## src/rtl/port_sched_if.sv

```systemverilog
// -----------------------------------------------------------------------------
// port_sched_if
// Bundles the signals that pass between one output-port scheduler and the rest
// of the router.
//   req_i         : per-input request (a head flit targets this output)
//   credit_incr_i : downstream freed one slot this cycle
//   grant_o       : registered one-hot grant (crossbar select / input pop)
//   grant_valid_o : OR of grant_o; a flit moves this cycle
//   credit_cnt_o  : current downstream credit count
//   stall_o       : requests pending while no credit is available
//   credit_err_o  : sticky credit-overflow flag
//   state_dbg_o   : scheduler FSM state, for observation only
// Modports: master = router side (drives requests/credits),
//           slave  = scheduler side (drives grants/status).
// Handshake: a requester holds req_i until it sees its grant_o bit; a set
// grant_o bit means that flit is transferred and popped in that same cycle.
// -----------------------------------------------------------------------------
interface port_sched_if #(
  parameter int NUM_REQ  = 5,
  parameter int CREDIT_W = 3
);
  logic [NUM_REQ-1:0]  req_i;
  logic                credit_incr_i;
  logic [NUM_REQ-1:0]  grant_o;
  logic                grant_valid_o;
  logic [CREDIT_W-1:0] credit_cnt_o;
  logic                stall_o;
  logic                credit_err_o;
  logic [1:0]          state_dbg_o;

  modport master (
    output req_i, credit_incr_i,
    input  grant_o, grant_valid_o, credit_cnt_o, stall_o, credit_err_o,
           state_dbg_o
  );

  modport slave (
    input  req_i, credit_incr_i,
    output grant_o, grant_valid_o, credit_cnt_o, stall_o, credit_err_o,
           state_dbg_o
  );
endinterface

```

## src/rtl/port_scheduler.sv

```systemverilog
// -----------------------------------------------------------------------------
// port_scheduler
// Shares one router output port among NUM_REQ input buffers. Requests are
// arbitrated round-robin and gated by a downstream credit counter; the winner
// is presented as a registered one-hot grant one cycle after the request is
// sampled.
// Ports:
//   clk : system clock, rising edge
//   rst : asynchronous active-high reset
//   bus : port_sched_if.slave (requests, credit return, grant, status)
// Optional build macro: SCHED_LOCAL_PRIO_EN -- the local input (highest index)
//   wins over round-robin, limited to two consecutive grants while any other
//   input is requesting.
// -----------------------------------------------------------------------------
module port_scheduler #(
  parameter int NUM_REQ     = 5,
  parameter int MAX_CREDITS = 4,
  parameter int CREDIT_W    = 3
) (
  input  logic         clk,
  input  logic         rst,
  port_sched_if.slave  bus
);

  localparam int PTR_W = (NUM_REQ > 1) ? $clog2(NUM_REQ) : 1;

  typedef enum logic [1:0] {
    S_IDLE      = 2'd0,
    S_GRANT     = 2'd1,
    S_NO_CREDIT = 2'd2
  } state_t;

  state_t              state_q, state_d;
  logic [NUM_REQ-1:0]  grant_q, grant_d;
  logic [PTR_W-1:0]    ptr_q, ptr_d;
  logic [CREDIT_W-1:0] cnt_q, cnt_d;
  logic                err_q, err_d;

  logic [NUM_REQ-1:0]  req;
  logic                any_req;
  logic [CREDIT_W:0]   avail;    // one extra bit: cnt + return can reach MAX+1
  logic [CREDIT_W:0]   sum;
  logic                can_grant;
  logic                ptr_upd;

  logic [NUM_REQ-1:0]  rr_mask;
  logic                rr_found;
  logic [PTR_W-1:0]    rr_idx;
  logic                win_found;
  logic [PTR_W-1:0]    win_idx;

  assign req     = bus.req_i;
  assign any_req = |req;
  // A credit returned this cycle can be spent by the grant issued this cycle.
  assign avail   = {1'b0, cnt_q} + {{CREDIT_W{1'b0}}, bus.credit_incr_i};

  // Round-robin search starting just after the last winner.
  always_comb begin
    int idx;
    idx      = 0;
    rr_found = 1'b0;
    rr_idx   = ptr_q;
    for (int off = 1; off <= NUM_REQ; off++) begin
      idx = int'(ptr_q) + off;
      if (idx >= NUM_REQ) idx = idx - NUM_REQ;
      if (!rr_found && rr_mask[idx]) begin
        rr_found = 1'b1;
        rr_idx   = PTR_W'(idx);
      end
    end
  end

`ifdef SCHED_LOCAL_PRIO_EN
  localparam int L_IDX = NUM_REQ - 1;

  logic [1:0] streak_q, streak_d;
  logic       others_req;
  logic       l_limited;
  logic       l_wins;

  always_comb begin
    others_req     = |req[NUM_REQ-2:0];
    // After two back-to-back local grants with others waiting, yield a slot.
    l_limited      = others_req && (streak_q == 2'd2);
    l_wins         = req[L_IDX] && !l_limited;
    rr_mask        = req;
    rr_mask[L_IDX] = 1'b0;
    win_found      = l_wins || rr_found;
    win_idx        = l_wins ? PTR_W'(L_IDX) : rr_idx;
  end

  always_comb begin
    streak_d = streak_q;
    if (can_grant) begin
      streak_d = (l_wins && others_req) ? streak_q + 2'd1 : 2'd0;
    end else if (req[L_IDX] && !others_req) begin
      streak_d = 2'd0;
    end
  end

  always_ff @(posedge clk or posedge rst) begin
    if (rst) streak_q <= 2'd0;
    else     streak_q <= streak_d;
  end

  // Local grants do not move the pointer, so rotation among 0..L-1 is fair.
  assign ptr_upd = can_grant && !l_wins;
`else
  always_comb begin
    rr_mask   = req;
    win_found = rr_found;
    win_idx   = rr_idx;
  end

  assign ptr_upd = can_grant;
`endif

  assign can_grant = win_found && (avail != '0);

  // Next-state, grant, pointer and credit logic.
  always_comb begin
    state_d = S_IDLE;
    grant_d = '0;
    ptr_d   = ptr_q;
    err_d   = err_q;
    sum     = avail - {{CREDIT_W{1'b0}}, can_grant};
    cnt_d   = sum[CREDIT_W-1:0];

    if (!any_req)           state_d = S_IDLE;
    else if (avail != '0)   state_d = S_GRANT;
    else                    state_d = S_NO_CREDIT;

    if (can_grant) grant_d[win_idx] = 1'b1;
    if (ptr_upd)   ptr_d = win_idx;

    // A return with the counter already full is a protocol error; saturate.
    if (sum > (CREDIT_W+1)'(MAX_CREDITS)) begin
      cnt_d = CREDIT_W'(MAX_CREDITS);
      err_d = 1'b1;
    end
  end

  always_ff @(posedge clk or posedge rst) begin
    if (rst) begin
      state_q <= S_IDLE;
      grant_q <= '0;
      ptr_q   <= PTR_W'(NUM_REQ - 1);
      cnt_q   <= CREDIT_W'(MAX_CREDITS);
      err_q   <= 1'b0;
    end else begin
      state_q <= state_d;
      grant_q <= grant_d;
      ptr_q   <= ptr_d;
      cnt_q   <= cnt_d;
      err_q   <= err_d;
    end
  end

  assign bus.grant_o       = grant_q;
  assign bus.grant_valid_o = |grant_q;
  assign bus.credit_cnt_o  = cnt_q;
  assign bus.stall_o       = (state_q == S_NO_CREDIT);
  assign bus.credit_err_o  = err_q;
  assign bus.state_dbg_o   = state_q;

endmodule

```

## src/flat_wrapper.sv

```systemverilog
// flat-port wrapper written by rule: the top's interface ports become plain ports
module port_scheduler_flat 
#(
  parameter int NUM_REQ     = 5,
  parameter int MAX_CREDITS = 4,
  parameter int CREDIT_W    = 3
)
  (clk, rst, bus_req_i, bus_credit_incr_i, bus_grant_o, bus_grant_valid_o, bus_credit_cnt_o, bus_stall_o, bus_credit_err_o, bus_state_dbg_o);
  port_sched_if #(.NUM_REQ(NUM_REQ), .CREDIT_W(CREDIT_W)) bus_i ();
  input  logic clk;
  input  logic rst;
  input wire logic [$bits(bus_i.req_i)-1:0] bus_req_i;
  input wire logic [$bits(bus_i.credit_incr_i)-1:0] bus_credit_incr_i;
  output wire logic [$bits(bus_i.grant_o)-1:0] bus_grant_o;
  output wire logic [$bits(bus_i.grant_valid_o)-1:0] bus_grant_valid_o;
  output wire logic [$bits(bus_i.credit_cnt_o)-1:0] bus_credit_cnt_o;
  output wire logic [$bits(bus_i.stall_o)-1:0] bus_stall_o;
  output wire logic [$bits(bus_i.credit_err_o)-1:0] bus_credit_err_o;
  output wire logic [$bits(bus_i.state_dbg_o)-1:0] bus_state_dbg_o;
  assign bus_i.req_i = bus_req_i;
  assign bus_i.credit_incr_i = bus_credit_incr_i;
  assign bus_grant_o = bus_i.grant_o;
  assign bus_grant_valid_o = bus_i.grant_valid_o;
  assign bus_credit_cnt_o = bus_i.credit_cnt_o;
  assign bus_stall_o = bus_i.stall_o;
  assign bus_credit_err_o = bus_i.credit_err_o;
  assign bus_state_dbg_o = bus_i.state_dbg_o;
  port_scheduler #(.NUM_REQ(NUM_REQ), .MAX_CREDITS(MAX_CREDITS), .CREDIT_W(CREDIT_W)) u_core (.clk(clk), .rst(rst), .bus(bus_i));
endmodule
```

## config.mk

```make
export PLATFORM = sky130hd
export DESIGN_NAME = port_scheduler_flat
export DESIGN_NICKNAME = d
export VERILOG_FILES = /design/src/rtl/port_sched_if.sv /design/src/rtl/port_scheduler.sv /design/src/flat_wrapper.sv
export SDC_FILE = /design/constraint.sdc
export NUM_CORES = 1
export LEC_CHECK = 0
export ABC_AREA = 1
export BUFFER_PORTS_ARGS = -buffer_cell sky130_fd_sc_hd__buf_4
export CAP_MARGIN = 10
export CORE_MARGIN = 4
export CORE_UTILIZATION = 55
export DETAILED_ROUTE_END_ITERATION = 10
export PLACE_DENSITY = 0.76
export SLEW_MARGIN = 20
export SYNTH_ARGS = -nofsm -noshare
export SYNTH_HDL_FRONTEND = slang
export SYNTH_SLANG_ARGS = --single-unit
```

## constraint.sdc

```tcl
create_clock -name clk -period 8.25 [get_ports clk]
set_input_delay 0 -clock clk [delete_from_list [all_inputs] [get_ports clk]]
set_output_delay 0 -clock clk [all_outputs]
set_load 0.005 [all_outputs]
```

==> key figures, run 1 <==
Routing
  – Avg WL per Cell: 12.46 um
  – Post-DRT Antenna Nets: 0
  – Routed vias: 1654
  – Vias/cell: 5.137
  – Final wirelength: 4.011 mm
  – 1st-pass router iterations: 5
  – DRC: 0
  – DR iter-0 viols: 105

STA
  – Slew margin rel.: 54.59%
  – Endpoints failing hold: 0
  – Post-Route Setup TNS: 0 ns
  – Layout Skew: 0.004181 ns
  – Fmax achieved: 253.2 MHz
  – RSZ-0062 raised after global routing: no
  – Tightest Pin Transition: 0.6812 ns
  – Final Slew Violations: 0
  – Tcrit/Tclk final: 47.88%
  – Final setup violation count: 0
  – Fin crit period: 3.950 ns

Clock tree
  – CTS H-tree depth: 1
  – Worst-Skew Late Latency: 0.28 ns
  – TritonCTS clock tree: built
  – Num Clock Sinks: 14
  – Max Root-Sink Buffers: 2
  – Cts bufs inserted: 3
  – Root Driver: clkbuf_4
  – # Post-CTS Setup Buffers: 0
  – Clk slew on worst S/H paths: 0.08 ns

Worst setup path
  – Critical path cell sequence: inv_2, ha_1, inv_1, fa_1, inv_1, nand2_2, nand2_1, o21ai_0, nand3_1, nand2_1, nand2_1, nand2_2, inv_4, nand4_2, inv_1, nand2_1, nand2_2, inv_2, ha_1, ha_1, xor2_1, a21oi_1, or3_1
  – Crit-path max FO: 18
  – Worst path max stage delay: 0.63 ns
  – Reg2reg path depth: 23
  – CP Launch Type: flop
  – CP max stage cell: dfrtp_1
  – CP arrival: 4.11 ns
  – Setup CP Type: reg -> reg
  – Worst Path Required: 8.41 ns
  – Endpoint class of the critical path: flop
  – Most frequent cell on the critical path: nand2_1
  – R2R setup slack: 4.30 ns

Floorplan
  – Core area: 0.003028 sq mm
  – Die ar.: 0.004090 sq mm
  – IO Pins: 21
  – Chip Height: 63.95 um
  – Row count: 20
  – Die X: 63.95 um
  – Initial Utilization: 56.86%

Flow run
  – Max-cap check violation count: 0

Global route
  – Gr usage total: 21.31%
  – First-pass GRT wire length: 7.010 mm
  – Vias in the first global route: 1627
  – Largest net degree at the start of global routing: 19
  – Initial antenna violation count: 0
  – Grt ovf: 0

Worst hold path
  – Hold Path Class: in -> reg
  – Hold path cells: 5

Layout
  – Register Area: 352.8 sq um
  – Design Area, Final: 0.001943 sq mm
  – # fillers: 294
  – Nets: 301
  – Area Growth Syn to Fin: 12.86%
  – Layout cells sized above 1: 21.94%
  – Area of the multi-input gates: 0.001201 sq mm
  – Antenna diode count: 0

Placed design
  – Gpl congestion: 0.8941
  – # port buffers: 20
  – DP HPWL: 3.333 mm
  – Post-DP Area: 0.001897 sq mm

Synth
  – Synth Warn #: 0
  – Cells after synthesis: 256
  – Sequential area share after synthesis: 20.49%
  – Mapped Nets: 278
  – Register bit count reported by yosys: 14
  – Post-synthesis cell type count: 33
  – Mean Syn Cell Area: 6.725 sq um
  – Mapped Area: 0.001722 sq mm

Status
  – Status: completed
==> cell usage after synthesis <==
cell type | instances | share of area, %
buf_4 | 1 | 0.44
dfstp_2 | 2 | 3.1
fa_1 | 1 | 1.2
o21ai_0 | 9 | 2.6
xnor2_1 | 2 | 1.0
o21ai_2 | 2 | 1.0
nand2_2 | 13 | 4.7
ha_1 | 13 | 9.4
nor3_1 | 2 | 0.58
a21boi_1 | 2 | 0.87
o211ai_1 | 2 | 0.87
o21ai_1 | 7 | 2.0
a21oi_2 | 1 | 0.51
nand3_4 | 3 | 3.1
nor4_1 | 1 | 0.36
dfrtp_1 | 12 | 17
nand4_2 | 2 | 1.5
a21oi_1 | 3 | 0.87
nand4_1 | 9 | 3.3
nor2_4 | 1 | 0.65
buf_6 | 2 | 1.3
nand4_4 | 1 | 1.2
nand2_1 | 68 | 15
inv_4 | 1 | 0.36
inv_1 | 31 | 6.8
inv_2 | 4 | 0.87
nor2_1 | 20 | 4.4
nand3_2 | 4 | 2.3
or3_1 | 1 | 0.36
xor2_1 | 3 | 1.5
nand3_1 | 30 | 8.7
nor2_2 | 2 | 0.73
nand2_8 | 1 | 1.2
==> cell type report <==
class                      instances  area share (%)
timing repair buffer              21           8.242
multi-input combinational        203           61.82
inverter                          36           7.083
clock buffer                       4           1.867
sequential                        14           18.16
tap                               44           2.833
==> cells in the final DEF, fill, tap and decap left out, drive strengths merged <==
cell type    synthesis  final
a21oi                4      4
buf                  3     20
nor2                23     23
nand3               37     37
o21ai               18     18
inv                 36     36
dlygate4sd3          0      1
or3                  1      1
dfstp                2      2
nand2               82     82
ha                  13     13
nor4                 1      1
xor2                 3      3
dfrtp               12     12
xnor2                2      2
clkbuf               0      4
fa                   1      1
nand4               12     12
nor3                 2      2
a21boi               2      2
o211ai               2      2
==> what timing repair did <==
item	4_1_cts	5_1_grt
hold buffers	1	0
gates resized for setup	0	0
endpoints found under the hold margin	12	0
endpoints found under the setup margin	0	0
==> critical path: cells and delay by family, from the launching register on <==
family / cells / cell delay [ns]
flops: 1 / 0.63
fa+ha+maj: 4 / 0.91
simple gates: 10 / 1.17
compound gates: 2 / 0.20
xor+xnor: 1 / 0.20
buf+inv: 6 / 0.69
==> kinds of logic (layout without fill, tap and decap cells) <==
logic type	after synthesis	in the layout	share of synthesized area, %
buffers and inverters	39	61	9.738
AND/OR/NAND/NOR	158	158	47.82
XOR/XNOR	5	5	2.544
flip-flops	14	14	20.49
AO/OA/AOI/OAI	26	26	8.793
adder cells (fa/ha/maj)	14	14	10.61
==> per-layer routing <==
metal	up-vias	GRT usage, %	part of all wire (%)
met2	51	40.90	52
met5	-	0	0
met4	0	9.164	1.4
li1	881	-	-
met1	714	23.67	40
met3	8	1.406	5.8
==> worst paths after layout <==
kind | start | to
max reg2reg | u_core.ptr_q[0] | u_core.bus.credit_err_o
min | bus_req_i[1] | u_core.bus.state_dbg_o[0]
max | u_core.ptr_q[0] | u_core.bus.credit_err_o
min reg2reg | u_core.bus.credit_err_o | u_core.bus.credit_err_o
max in group asynchronous | rst | u_core.ptr_q[2]
min in group asynchronous | rst | u_core.bus.credit_err_o
==> sequential cells by signal, summed over array words and instances, names as in the netlist <==
signal and flops:
u_core.bus.grant_o 5, u_core.bus.state_dbg_o 2, u_core.bus.credit_err_o 1, u_core.bus.credit_cnt_o 3
u_core.ptr_q 3
==> per-stage QoR <==
step           hold slack [ns]  cells  util, %  setup WS [ns]
6_report               0.09561    322    64.17          4.300
5_1_grt                 0.1313    322    64.17          3.927
4_1_cts                0.08494    322    64.17          4.312
3_5_place_dp           0.06169    317    62.64          4.336
3_3_place_gp           0.05550    317    62.64          4.397
2_1_floorplan          -0.1122    256        -          4.895
Power of run 1 is left out: the tool's default activity adds up to more than one toggle a clock period on the data nets, which glitch-free logic cannot reach.
==> run 2, diff against run 1 <==
--- a/config.mk
+++ b/config.mk
@@ -5,11 +5,11 @@
 export SDC_FILE = /design/constraint.sdc
 export NUM_CORES = 1
 export LEC_CHECK = 0
-export ABC_AREA = 1
+export ABC_AREA = 0
 export BUFFER_PORTS_ARGS = -buffer_cell sky130_fd_sc_hd__buf_4
 export CAP_MARGIN = 10
 export CORE_MARGIN = 4
-export CORE_UTILIZATION = 55
+export CORE_UTILIZATION = 53
 export DETAILED_ROUTE_END_ITERATION = 10
 export PLACE_DENSITY = 0.76
 export SLEW_MARGIN = 20
==> constraint.sdc (replaced) <==
create_clock -name clk -period 3.2 [get_ports clk]
set_input_delay 0 -clock clk [delete_from_list [all_inputs] [get_ports clk]]
set_output_delay 0 -clock clk [all_outputs]
set_load 0.005 [all_outputs]
==> run 2 against run 1 <==
The run now ends with design-rule violations, negative setup slack left. Via count up 38%. Area after synthesis increased by 3.1%. Utilization rose by 23 points. Setup slack got worse by 4.6 ns. Final cell count is 3.4% higher. Die area rose by 6.1%. Final area rose by 40%. Highest routed layer unchanged. Sequential share of layout area shrank 5.1 points. Critical endpoint unchanged. Routed wire length up 78%.
==> key figures, run 2 <==
Status
  – Status: finished with violations
  – Failing checks: design-rule violations, negative setup slack

Placed design
  – Gpl congestion: 0.9318 (+4.2%)
  – DP HPWL: 4.331 mm (+30%)
  – Post-DP Area: 0.002376 sq mm (+25%)
  – # port buffers: 20 (unchanged)
  – Placed cell count: 316 (-0.32%)

STA
  – Slew margin rel.: 64.05% (+9.5 points)
  – RSZ-0062 raised after global routing: yes
  – Tcrit/Tclk final: 108.8% (+61 points)
  – Endpoints failing hold: 0 (unchanged)
  – Layout Skew: 0.003190 ns (-0.0009905 ns)
  – Fin crit period: 3.480 ns (-0.4698 ns)
  – Final worst slack: -0.2802 ns (-4.580 ns)
  – Tightest Pin Transition: 0.5386 ns (-0.1425 ns)
  – Final Slew Violations: 0 (unchanged)
  – Final setup violation count: 10 (+10)
  – Fmax achieved: 287.3 MHz (+13%)

Global route
  – Gr usage total: 31.55% (+10 points)
  – Initial antenna violation count: 0 (unchanged)
  – First-pass GRT wire length: 10.58 mm (+51%)
  – Vias in the first global route: 2155 (+32%)
  – Grt ovf: 0 (unchanged)
  – Largest net degree at the start of global routing: 35 (+16)

Layout
  – Max reg flops: 5 (unchanged)
  – Non-Filler Instances: 333 (+3.4%)
  – Design Area, Final: 0.002713 sq mm (+40%)
  – Antenna diode count: 0 (unchanged)
  – Layout cells sized above 1: 49.48% (+28 points)
  – Nets: 312 (+3.7%)
  – Commonest non-fill, non-tap cell in the layout: buf_4
  – Area Growth Syn to Fin: 52.78%
  – Commonest cells after routing, fill and taps aside: 81 x buf_4, 18 x nor2_1, 13 x nand2_1

Floorplan
  – Initial Utilization: 56.76% (-0.099 points)
  – Chip Height: 65.88 um (+3.0%)
  – Die ar.: 0.004340 sq mm (+6.1%)
  – Core area: 0.003128 sq mm (+3.3%)
  – IO Pins: 21 (unchanged)
  – Row count: 20 (unchanged)
  – Die X: 65.88 um (+3.0%)

Worst setup path
  – CP Launch Type: flop
  – Reg-to-Reg Start: u_core.ptr_q[1]
  – Critical path cell sequence: inv_4, ha_4, or4bb_1, o211ai_1, mux4_2, a32oi_2, a31o_2, inv_2, ha_4, ha_4, xor2_2, xnor2_2, a21oi_1, nor2_1, nand2_1
  – Crit path from: u_core.ptr_q[1]
  – CP max stage cell: mux4_2
  – Setup CP Type: reg -> reg
  – R2R setup slack: -0.28 ns (-4.58 ns)
  – Worst Path Required: 3.37 ns (-5.04 ns)
  – Most frequent cell on the critical path: ha_4
  – Crit path buffers/inverters: 2 (-4)
  – Endpoint class of the critical path: flop
  – Crit-path max FO: 7 (-11)
  – CP arrival: 3.65 ns (-0.46 ns)
  – Top delay family on crit path: compound AO/OA/AOI/OAI gates
  – Worst path max stage delay: 0.57 ns (-0.06 ns)

Clock tree
  – Cts bufs inserted: 3 (unchanged)
  – Clk slew on worst S/H paths: 0.09 ns (about the same)
  – Root Driver: clkbuf_4
  – TritonCTS clock tree: built
  – CTS H-tree depth: 1 (unchanged)
  – Num Clock Sinks: 14 (unchanged)
  – Max Root-Sink Buffers: 2 (unchanged)
  – Worst-Skew Late Latency: 0.28 ns (about the same)

Synth
  – Register bit count reported by yosys: 14 (unchanged)
  – Yosys top cell by area: dfrtp_1
  – Mapped Area: 0.001775 sq mm (+3.1%)
  – EDFF count, synth: 0 (unchanged)
  – Mapped Nets: 232 (-17%)
  – Synth Warn #: 0 (unchanged)
  – Commonest cells post-synth: 18 x nor2_1, 14 x nand2_1, 13 x ha_1, 12 x dfrtp_1, 12 x inv_1
  – Sequential area share after synthesis: 19.87% (-0.62 points)
  – Count leader, synth: nor2_1
  – Ranking of synthesized cells by area: dfrtp_1 17%, ha_1 9.2%, nor2_1 3.8%
  – Asr flop ratio synth: 100.0% (unchanged)
  – Most used DFF post-synth: dfrtp_1
  – Area share of the largest cell type after synthesis: 16.91% (-0.53 points)
  – Mean Syn Cell Area: 8.455 sq um (+26%)
  – Post-synthesis cell type count: 70 (+110%)
  – Cells after synthesis: 210 (-18%)

Routing
  – Post-DRT Antenna Nets: 0 (unchanged)
  – Vias/cell: 6.874 (+34%)
  – Avg WL per Cell: 21.38 um (+72%)
  – DR iter-0 viols: 310 (+200%)
  – Final wirelength: 7.120 mm (+78%)
  – DRC: 1 (+1)
  – 1st-pass router iterations: 11 (+6)
  – Routed vias: 2289 (+38%)

Worst hold path
  – Hold_sp: bus_credit_incr_i
  – Hold Path Class: in -> reg

Flow run
  – Max-cap check violation count: 0 (unchanged)
run 2: changes by cell type after synthesis, sizes merged, moves of 7 or more:
| cell | delta |
|---|---|
| o21ai | -7 |
| nand2 | -68 |
| nand3 | -34 |
| inv | -24 |
| nor2b | +7 |
| nand4 | -10 |
run 2: cell type report:
class	instances	area (sq um)
flip-flops and latches	14	355.3
repair buffers	84	640.6
clock buffers	4	36.28
well taps	44	55.05
multi-input cells	175	1573
fillers	157	415.4
inverters	12	52.55
run 2: worst paths after layout:
kind                                             endpoint  depth (start not counted)
worst max-delay path              u_core.bus.credit_err_o                         15
worst min-delay path            u_core.bus.state_dbg_o[1]                          3
worst max register to register    u_core.bus.credit_err_o                         15
worst min register to register    u_core.bus.credit_err_o                          2
max in group asynchronous                 u_core.ptr_q[1]                          3
min in group asynchronous         u_core.bus.credit_err_o                          3
run 2: logic make-up after synthesis:
group / after synthesis / synth area share [%]
AOI/OAI and AO/OA: 61 / 26.85
xor gates and xnor gates: 5 / 2.466
adders and majority gates: 14 / 10.29
buffers and inverters: 21 / 5.778
DFF: 14 / 19.87
muxes: 8 / 5.356
and+or+nand+nor: 87 / 29.39
run 2: routing by layer:
layer  vias up  routed length (um)  global-route usage, %
met5         -                   0                      0
met3        62                 682                  4.932
met4         0                 454                  7.772
li1        957                   -                      -
met2       211                3407                  56.57
met1      1059                2576                  38.99
run 2: worst min-delay path, stage by stage:
cell and delay (ns):
buf_4 0.08, ha_1 0.18, nor4_1 0.09
run 2: through the flow:
step | hold slack, ns | utilization (%) | setup TNS [ns] | setup WS, ns
after floorplan | -0.1123 | - | -2.474 | -0.5108
after global placement | 0.05244 | 75.96 | -0.3415 | -0.1431
after detailed placement | 0.07249 | 75.96 | -1.272 | -0.3205
after CTS | 0.04966 | 81.52 | -0.8628 | -0.2281
after global routing | 0.09877 | 86.72 | -2.806 | -0.4354
final | 0.1014 | 86.72 | -1.754 | -0.2802
run 2: what timing repair did:
item | in CTS | in global routing
pin swaps | 11 | 11
setup buffers | 5 | 8
resized for setup | 18 | 26
endpoints found under the hold margin | 12 | 0
hold buffers | 1 | 0
setup endpoints to repair | 9 | 10
Power of run 2 is left out for the same reason.
==> run 3, diff against run 2 <==
--- a/config.mk
+++ b/config.mk
@@ -9,9 +9,12 @@
 export BUFFER_PORTS_ARGS = -buffer_cell sky130_fd_sc_hd__buf_4
 export CAP_MARGIN = 10
 export CORE_MARGIN = 4
-export CORE_UTILIZATION = 53
+export CORE_UTILIZATION = 55
+export CTS_BUF_LIST = sky130_fd_sc_hd__clkbuf_8
 export DETAILED_ROUTE_END_ITERATION = 10
-export PLACE_DENSITY = 0.76
+export MAX_ROUTING_LAYER = met4
+export PLACE_DENSITY = 0.79
+export RECOVER_POWER = 25
 export SLEW_MARGIN = 20
 export SYNTH_ARGS = -nofsm -noshare
 export SYNTH_HDL_FRONTEND = slang
==> run 3 against run 2 <==
The flow finishes with violations (negative setup slack). Utilization up 8.8 points. Non-clock buffer count up 16. Flip-flop and latch count unchanged. First-iteration DRC count up 88%. Die area down 3.2%. Final cell count up 4.8%. Worst hold slack worse by 0.00076 ns. Global-route usage up 8.2 points.
==> key figures, run 3 (synthesis results as in run 2) <==
Status
  – Status: finished with violations
  – Failing checks: negative setup slack

Global route
  – Initial antenna violation count: 0 (unchanged)
  – Gr usage total: 39.76% (+8.2 points)
  – Vias in the first global route: 2397 (+11%)
  – Largest net degree at the start of global routing: 19 (-46%)
  – First-pass GRT wire length: 12.34 mm (+17%)
  – Grt ovf: 0 (unchanged)

STA
  – Endpoints failing hold: 0 (unchanged)
  – Slew margin rel.: 63.38% (-0.67 points)
  – Final worst slack: -0.4900 ns (-0.2098 ns)
  – Final setup violation count: 11 (+1)
  – Tightest Pin Transition: 0.5487 ns (+0.01011 ns)
  – Final Slew Violations: 0 (unchanged)
  – RSZ-0062 raised after global routing: yes
  – Tcrit/Tclk final: 115.3% (+6.6 points)
  – Layout Skew: 0.003261 ns (+0.00007042 ns)
  – Fmax achieved: 271.0 MHz (-5.7%)
  – Fin crit period: 3.690 ns (+0.2098 ns)

Worst hold path
  – Hold_sp: bus_req_i[0]
  – Hold Path Class: in -> reg
  – Hold EP: u_core.bus.state_dbg_o[0]
  – Hold path cells: 3 (unchanged)

Routing
  – Final wirelength: 10.39 mm (+46%)
  – DR iter-0 viols: 583 (+88%)
  – Avg WL per Cell: 29.76 um (+39%)
  – DRC: 0 (-1)
  – Routed vias: 2647 (+16%)
  – Vias/cell: 7.585 (+10%)
  – Post-DRT Antenna Nets: 0 (unchanged)
  – 1st-pass router iterations: 8 (-3)

Worst setup path
  – CP arrival: 3.82 ns (+0.17 ns)
  – Crit path from: u_core.ptr_q[2]
  – Setup CP Type: reg -> reg
  – CP Launch Type: flop
  – Worst path max stage delay: 0.60 ns (+0.03 ns)
  – CP max stage cell: mux4_2
  – Reg2reg path depth: 15 (unchanged)
  – Endpoint class of the critical path: flop
  – Most frequent cell on the critical path: ha_4
  – Worst r2r dst: u_core.bus.credit_err_o
  – R2R setup slack: -0.49 ns (-0.21 ns)
  – Critical path cell sequence: inv_4, ha_4, or4bb_1, o211ai_1, mux4_2, a32oi_2, a31o_2, inv_2, ha_4, ha_4, xor2_2, xnor2_2, a21oi_1, nor2_1, nand2_1
  – Reg-to-Reg Start: u_core.ptr_q[2]
  – Worst Path Required: 3.33 ns (-0.04 ns)
  – Crit-path max FO: 4 (-3)

Placed design
  – Gpl congestion: 0.9645 (+3.5%)
  – Pre-CTS WS: -0.2643 ns (+0.05618 ns)
  – DP HPWL: 4.478 mm (+3.4%)
  – # port buffers: 20 (unchanged)

Layout
  – Nets: 328 (+5.1%)
  – # fillers: 73 (-54%)
  – Commonest cells after routing, fill and taps aside: 82 x buf_4, 15 x nor2_1, 12 x nand2_1
  – Antenna diode count: 0 (unchanged)
  – Area Growth Syn to Fin: 65.68%
  – Layout cells sized above 1: 53.11% (+3.6 points)
  – Commonest non-fill, non-tap cell in the layout: buf_4
  – Max reg flops: 5 (unchanged)

Floorplan
  – Die X: 64.82 um (-1.6%)
  – Core area: 0.003078 sq mm (-1.6%)
  – Die ar.: 0.004201 sq mm (-3.2%)
  – Initial Utilization: 57.68% (+0.92 points)
  – IO Pins: 21 (unchanged)
  – Chip Height: 64.82 um (-1.6%)
  – Row count: 20 (unchanged)

Clock tree
  – TritonCTS clock tree: built
  – Clk slew on worst S/H paths: 0.06 ns (-0.03 ns)
  – Worst-Skew Late Latency: 0.25 ns (-0.03 ns)
  – Cts bufs inserted: 3 (unchanged)
  – Root Driver: clkbuf_8
  – CTS H-tree depth: 1 (unchanged)
  – Num Clock Sinks: 14 (unchanged)
  – Max Root-Sink Buffers: 2 (unchanged)

Flow run
  – Max-cap check violation count: 0 (unchanged)
## run 3: cell types whose count changed in the layout (fill, tap and decap cells not counted), moves of 3 or more
cell | previous run | this run
nor2_1 | 18 | 15
clkbuf_8 | 1 | 4
buf_6 | 2 | 9
clkbuf_4 | 3 | 6
nor2_2 | 0 | 3
## run 3: layout make-up
class,instances,area (sq um),share of cell area [%]
multi-input cells,175,1630,55.42
repair buffers,100,790.8,26.88
flip-flops and latches,14,355.3,12.08
clock buffers,4,55.05,1.872
inverters,12,55.05,1.872
well taps,44,55.05,1.872
## run 3: per-layer routing
metal | share of wire (%) | GRT usage, %
met2 | 42 | 65.26
met4 | 13 | 21.90
met3 | 14 | 8.839
met1 | 32 | 44.77
met5 | 0 | -
## run 3: through the flow
| step | hold WS (ns) | utilization (%) | TNS [ns] | instances | instance area (sq um) |
|---|---|---|---|---|---|
| final | 0.1007 | 95.57 | -3.589 | 349 | 2942 |
| after global routing | 0.1195 | 95.57 | -3.773 | 349 | 2942 |
| after CTS | 0.1038 | 88.21 | -0.6899 | 342 | 2715 |
| after detailed placement | 0.06170 | 77.20 | -1.099 | 316 | 2376 |
| after global placement | 0.05216 | 77.20 | -0.4370 | 316 | 2376 |
| after floorplan | -0.1123 | - | -2.474 | 210 | 1857 |
## run 3: repair_timing
item                                   CTS  global route
gates resized for setup                 28            37
setup endpoints to repair               10            10
pin swaps                               18            11
hold buffers                             1             0
buffers inserted                        21            10
endpoints found under the hold margin   12             0
## run 3: worst max path at each step
stage                                       endpoint  slack (ns)  cells past startpoint
after CTS                    u_core.bus.credit_err_o       -0.15                     15
after detailed placement     u_core.bus.credit_err_o       -0.26                     15
after global placement       u_core.bus.credit_err_o       -0.17                     17
after global routing      u_core.bus.credit_cnt_o[2]       -0.50                     17
final                        u_core.bus.credit_err_o       -0.49                     15
after floorplan              u_core.bus.credit_err_o       -0.51                     19
## run 3: critical path: cells and delay by family, from the launching register on
family,cells,cell delay [ns]
and+or+nand+nor,3,0.69
muxes,1,0.60
DFF,1,0.58
adders and majority gates,3,0.50
AOI/OAI and AO/OA,4,0.71
xor gates and xnor gates,2,0.33
buffers and inverters,2,0.14
Power of run 3 is left out for the same reason.
